==> config.mk <==
export PLATFORM = sky130hd
export DESIGN_NAME = srl_fifo
export DESIGN_NICKNAME = d
export VERILOG_FILES = /design/src/rtl/srl_pkg.sv /design/src/rtl/srl_dyn_array.sv /design/src/rtl/srl_fifo.sv
export SDC_FILE = /design/constraint.sdc
export NUM_CORES = 1
export LEC_CHECK = 0
export ABC_AREA = 0
export BUFFER_PORTS_ARGS = -buffer_cell sky130_fd_sc_hd__buf_4
export CORE_MARGIN = 3
export CORE_UTILIZATION = 45
export DETAILED_ROUTE_END_ITERATION = 10
export PLACE_DENSITY = 0.64
export SYNTH_ARGS = -nofsm -noshare
export SYNTH_HDL_FRONTEND = slang
export SYNTH_SLANG_ARGS = --single-unit
==> constraint.sdc <==
create_clock -name CLK -period 12.2 [get_ports CLK]
set_input_delay 0.61 -clock CLK [delete_from_list [all_inputs] [get_ports CLK]]
set_output_delay 0.61 -clock CLK [all_outputs]
set_load 0.1 [all_outputs]
==> src/rtl/srl_pkg.sv <==
// Shared helpers for SRL-based buffers: width math and occupancy flag decode.
package srl_pkg;

  typedef struct packed {
    logic empty;
    logic full;
    logic almost_empty;
    logic almost_full;
  } srl_flags_t;

  function automatic int clog2(input int value);
    int r;
    r = 0;
    while ((1 << r) < value) r++;
    return r;
  endfunction

  function automatic int cnt_width(input int depth);
    return clog2(depth) + 1;
  endfunction

  localparam int CNT_W = cnt_width(16);

  function automatic srl_flags_t decode_flags(input int cnt, input int depth,
                                              input int af_thresh, input int ae_thresh);
    srl_flags_t f;
    f.empty        = (cnt == 0);
    f.full         = (cnt == depth);
    f.almost_empty = (cnt <= ae_thresh);
    f.almost_full  = (cnt >= af_thresh);
    return f;
  endfunction

endpackage

==> src/rtl/srl_dyn_array.sv <==
// WIDTH x DEPTH addressable shift register: CE shifts D into stage 0, Q reads any stage.
module srl_dyn_array
  import srl_pkg::*;
#(
  parameter int WIDTH = 8,
  parameter int DEPTH = 16,
  parameter logic [WIDTH*DEPTH-1:0] INIT = '0,
  parameter logic IS_CLK_INVERTED = 1'b0
) (
  input  logic                     clk,
  input  logic                     ce,
  input  logic [WIDTH-1:0]         d,
  input  logic [clog2(DEPTH)-1:0]  addr,
  output logic [WIDTH-1:0]         q
);

  // No reset on the storage, like the silicon primitive; contents power up to INIT.
  logic [DEPTH-1:0][WIDTH-1:0] mem = INIT;
  logic clk_int;

  assign clk_int = clk ^ IS_CLK_INVERTED;

  always_ff @(posedge clk_int) begin
    if (ce) mem <= {mem[DEPTH-2:0], d};
  end

  assign q = mem[addr];

endmodule

==> src/rtl/srl_fifo.sv <==
// First-word-fall-through FIFO on an addressable shift register; read address tracks the oldest entry.
module srl_fifo
  import srl_pkg::*;
#(
  parameter int WIDTH = 8,
  parameter int DEPTH = 16,
  parameter logic [WIDTH*DEPTH-1:0] INIT = '0,
  parameter int AF_THRESH = DEPTH - 2,
  parameter int AE_THRESH = 1,
  parameter logic IS_CLK_INVERTED = 1'b0
) (
  input  logic                      CLK,
  input  logic                      RST,
  input  logic                      WR_EN,
  input  logic [WIDTH-1:0]          D,
  output logic                      FULL,
  output logic                      ALMOST_FULL,
  input  logic                      RD_EN,
  output logic [WIDTH-1:0]          Q,
  output logic                      EMPTY,
  output logic                      ALMOST_EMPTY,
  output logic [clog2(DEPTH):0]     COUNT,
  output logic                      OVERFLOW,
  output logic                      UNDERFLOW
);

  localparam int AW = clog2(DEPTH);
  localparam int CW = AW + 1;

  if (DEPTH < 2 || (DEPTH & (DEPTH - 1)) != 0) begin : g_bad_depth
    $error("srl_fifo: DEPTH must be a power of two >= 2");
  end
  if (AF_THRESH > DEPTH) begin : g_bad_af
    $error("srl_fifo: AF_THRESH exceeds DEPTH");
  end
  if (AE_THRESH >= DEPTH) begin : g_bad_ae
    $error("srl_fifo: AE_THRESH must be below DEPTH");
  end

  logic [CW-1:0] count;
  logic [AW-1:0] rd_addr;
  logic          wr_acc;
  logic          rd_acc;
  logic          clk_int;
  srl_flags_t    flags;

  assign clk_int = CLK ^ IS_CLK_INVERTED;
  assign flags   = decode_flags(int'(count), DEPTH, AF_THRESH, AE_THRESH);

  assign wr_acc = WR_EN & ~flags.full;
  assign rd_acc = RD_EN & ~flags.empty;

  always_ff @(posedge clk_int or posedge RST) begin
    if (RST) begin
      count     <= '0;
      OVERFLOW  <= 1'b0;
      UNDERFLOW <= 1'b0;
    end else begin
      case ({wr_acc, rd_acc})
        2'b10:   count <= count + CW'(1);
        2'b01:   count <= count - CW'(1);
        default: count <= count;
      endcase
      OVERFLOW  <= WR_EN & flags.full;
      UNDERFLOW <= RD_EN & flags.empty;
    end
  end

  // A concurrent shift moves the next-oldest entry onto address count-1, so no adjustment is needed.
  assign rd_addr = (count == '0) ? '0 : AW'(count - CW'(1));

  srl_dyn_array #(
    .WIDTH(WIDTH),
    .DEPTH(DEPTH),
    .INIT(INIT),
    .IS_CLK_INVERTED(IS_CLK_INVERTED)
  ) u_array (
    .clk(CLK),
    .ce(wr_acc),
    .d(D),
    .addr(rd_addr),
    .q(Q)
  );

  assign COUNT        = count;
  assign EMPTY        = flags.empty;
  assign FULL         = flags.full;
  assign ALMOST_EMPTY = flags.almost_empty;
  assign ALMOST_FULL  = flags.almost_full;

endmodule
Word level (Yosys, flattened, before mapping)
Index checks and enable logic that the tools add are counted.
Operators by class
  bitwise logic cells: 6
  multiplexer cells: 4
  order comparisons: 3
  reduce and logical (&&, ||, !) cells: 3
  equality and inequality tests: 3
  add/sub/neg operators: 2
Operators with widths (count)
  $bmux W8 S4: 1
  $logic_not A5 Y1: 2
  $pmux W5 S2: 1
  $mux W8: 1
  $add A5 B1 Y5 const B: 1
  $eq A5 B5 Y1 const B: 1
  $ge A5 B4 Y1 const B: 1
  $le A5 B1 Y1 const B: 1
  $lt A4 B5 Y1 const B: 1
  $sub A5 B1 Y5 const B: 1
  $and A1 B1 Y1: 4
  $mux W4: 1
  $eq A2 B1 Y1 const B: 1
  $eq A2 B2 Y1 const B: 1
  $not A1 Y1: 2
  $reduce_bool A2 Y1: 1
Word-level totals
  bits of input ports: 12
  register bits after elaboration: 135
  logic and storage cells: 40

Logic depth before layout (Yosys ltp)
  depth in word-level cells: 5
  gate-level depth with buffers: 12
  gate-level depth less buffers: 9

Cells and area by module
Synthesis repeated with hierarchy kept, for this count alone.
Unflattened totals
  cell total of the unflattened synthesis: 248
  area total of the unflattened synthesis: 5397.7 um^2
Modules (own cells, without submodules)
  srl_dyn_array: instances 1, sequential area each 3843.7 um^2, cells an instance 198, area each 4877.2 um^2
  srl_fifo: instances 1, sequential area each 175.2 um^2, cells an instance 50, area each 520.5 um^2

Least setup slack after synthesis
Ideal clock, no wire load.
  path type: flip-flop to output port
  from: reg count[0], in the netlist COUNT[0]
  to: out Q[6]
  slack: 6485 ps
  stages on the path, launching flop included: 13
  data arrival time: 5105 ps
  path buffers: 5
  required time: 11590 ps
  cells stage by stage: dfrtp_1 > buf_6 > inv_1 > clkbuf_1 > ha_1 > clkbuf_1 > and2_1 > clkbuf_1 > clkbuf_1 > nand2_1 > o21ai_0 > a211oi_1 > o31ai_1
On the way
  longest elaborated chain between the ends: 4
  elaborated cells between the ends (all ways): 5
Ends and longest elaborated chain
  from (decl): RTL line srl_fifo.sv:40  | logic [CW-1:0] count;
  from (signal assigned): RTL line srl_fifo.sv:60  | 2'b10: count <= count + CW'(1);
  from (signal assigned): RTL line srl_fifo.sv:61  | 2'b01: count <= count - CW'(1);
  from (signal assigned): RTL line srl_fifo.sv:62  | default: count <= count;
  $sub A5 B1 Y5 or $logic_not A5 Y1 (tied branches): RTL line srl_fifo.sv:70  | assign rd_addr = (count == '0) ? '0 : AW'(count - CW'(1));
  $mux W4 *: RTL line srl_fifo.sv:70
  $bmux W8 S4 *: RTL line srl_dyn_array.sv:27  | assign q = mem[addr];
  $mux W8 (not written as such) *: RTL line srl_dyn_array.sv:27
  to (decl): RTL line srl_fifo.sv:19  | output logic [WIDTH-1:0] Q,
Every way passes the cells marked *; elsewhere a longest branch is shown, timed or not. The select of a mux whose other input is x is not followed.

Final worst setup path
Ends and elaborated chain as after synthesis.

==> impl_metrics.yaml <==
status:
  outcome: "finished, final reports clean"
logic_synthesis:
  synthMuxAreaShare: 0.0406
  synth-simple-area-share: 0.0828
  synth_fa_ha_area_frac: 0.0132
  seq_area_frac_synth: 0.706
  postSynthCellCount: 384
  syn_area_um2: 5700
  synthXorXnorAreaFrac: 0.00769
  synth_top_family_by_area: "compound AO/OA/AOI/OAI gates"
  ys_types: 50
  synth.ff_latch_count: 135
  synth_compound_area_frac: 0.116
  yosys_warnings: 0
  synthesis.nets: 402
  avgSynthCellArea_um2: 14.8
timing:
  hold_ws_ps: 119
  tightestPinTransition_ps: 1110
  fmaxAchievable_ghz: 0.203
  report.final.slew_viol_count: 0
  setup_viol: 0
  period_share: 0.405
  slew-limit-headroom: 0.256
  finClkSkew_ps: 6.54
  period_needed_ps: 4940
  setup-tns-final_ps: 0
  rsz0062_at_grt: "no"
  hold_viol: 0
global_routing:
  grt_util_all_layers: 0.173
  groute.layer.met2.usage: 0.269
  met3_usage: 0.0469
  grt_busiest_layer: "met2"
  antenna_found_initial: 0
  grt_use_met1: 0.225
  overflow: 0
  grt_max_degree: 74
  grt_pass1_wl_mm: 18.3
  grt_pass1_vias: 3355
clock_tree:
  clock_path_buffers: 2
  cts_tree: "built"
  numCtsBuffers: 17
  clk_pin_slew_ps: 60
  root_buffer: "clkbuf_16"
  hold_buffers: 0
  cts.sinks: 135
  postCtsSetupRepairBufs: 0
  cts_resized: 0
  htreeDepth: 4
  clk-insertion-delay-late_ps: 420
setup_path:
  cp_max_fo: 50
  cp.arrival_ps: 4330
  cp_slowest_stage_delay_ps: 890
  crit_chain: "buf_4, inv_1, buf_4, ha_1, or4b_4, inv_2, nor2_1, nand2_1, a32o_1, o31ai_1, buf_4"
  r2r_cells: 8
  cp.buffers_inverters: 5
  required_ps: 11590
  cp.depth: 11
  end_kind: "output pin"
  worst_path_max_delay_cell: "nor2_1"
  worstSetupPathType: "reg2out"
  path_delay_family: "buffers and inverters"
  crit_path_frequent_cell: "buf_4"
  crit_path_start_kind: "flip-flop"
placed_design:
  port_buffers: 30
  post-dp-hpwl_mm: 6.87
  routabilityCongestion: 0.788
  post_dp_cell_area_um2: 6020
floorplan:
  num_rows: 40
  coreArea_um2: 12200
  initial_utilization: 0.466
  dieArea_um2: 14000
  fp.dieW_um: 119
  design.portCount: 31
  fp.dieH_um: 119
job:
  drv_cap: 0
layout:
  fillers: 1015
  final_core_util: 0.540
  layout_commonest_cell: "edfxtp_1"
  final_cell_mix: "edfxtp_1, buf_4, nand2_1"
  fin_area_um2: 6590
  syn2layout_area_growth_pct: 15.7
  drive_gt1_frac: 0.181
  antenna_cells: 0
  fin_nets: 430
detailed_routing:
  detail_route.first_pass.iterations: 5
  route.detailed.drc: 0
  ant_nets: 0
  vias_per_cell: 5.71
  drt-initial-drc-count: 260
  wire_per_inst_um: 19.8
  drt-total-wl_mm: 11.8
  vias: 3384
hold_path:
  hold_path_class: "in2async"
## registers in the layout, indices dropped and copies added, names as in the netlist
signal,flops
u_array.mem,128
COUNT,5
OVERFLOW,1
UNDERFLOW,1
## worst paths after layout
path                            startpoint              end  slack [ps]
max in group asynchronous              RST         COUNT[0]       11850
setup / recovery                  COUNT[0]             Q[6]        7260
hold / removal                         RST         COUNT[1]         120
setup reg to reg                  COUNT[0]  u_array.mem[22]        8510
hold reg to reg            u_array.mem[20]  u_array.mem[28]         440
min in group CLK                      D[4]   u_array.mem[4]         360
## synthesized netlist by cell type, drive strengths merged
master,instances,area (um^2)
nor3,9,45.0
or4b,1,13.8
dfrtp,7,175
a32o,4,40.0
a22o,4,35.0
and3,2,17.5
xnor2,3,26.3
or3,9,57.6
nand2,32,128
inv,7,26.3
a21oi,9,45.0
o211a,1,10.0
a211oi,16,135
o2111ai,4,35.0
nand2b,2,12.5
a31oi,4,25.0
a311oi,8,70.1
buf,14,106
nor2,14,52.6
ha,6,75.1
mux2i,22,220
o31ai,4,40.0
o21ba,1,10.0
mux2,1,11.3
edfxtp,128,3840
o211ai,5,37.5
o2bb2ai,8,70.1
nor3b,1,18.8
nor2b,5,31.3
nand4,4,25.0
dlygate4sd1,1,8.76
and2,4,26.3
clkbuf,12,50.1
nand3,7,35.0
nand4b,1,8.76
xor2,2,17.5
o21ai,22,110
## metrics by stage
step	std cells	setup slack, ps
5_1_grt	593	7000
3_3_place_gp	561	7730
3_5_place_dp	561	7750
6_report	593	7260
2_1_floorplan	384	6480
4_1_cts	593	7280
## layer usage
layer  routed length [um]  vias up
met5                    0        -
li1                     -     1561
met2                 5670       98
met1                 5290     1709
met3                  580       16
met4                  219        0
## logic make-up (layout without fill, tap and decap cells)
family / Yosys count / after routing
XOR/XNOR: 5 / 5
adder cells (fa/ha/maj): 6 / 6
multiplexers: 23 / 23
AO/OA/AOI/OAI: 90 / 90
flip-flops: 135 / 135
buffers and inverters: 34 / 75
AND/OR/NAND/NOR: 91 / 91
## layout make-up
| cell class | instances | area [um^2] | share of cell area |
|---|---|---|---|
| clock buffers | 21 | 440 | 0.0668 |
| well taps | 168 | 210 | 0.0319 |
| repair buffers | 36 | 270 | 0.0410 |
| clock inverters | 11 | 131 | 0.0199 |
| multi-input cells | 215 | 1490 | 0.226 |
| flip-flops and latches | 135 | 4020 | 0.610 |
| inverters | 7 | 28.8 | 0.00437 |
Power is not shown: default switching activity piles up to over one toggle a cycle in this logic, so the estimate is an artifact.
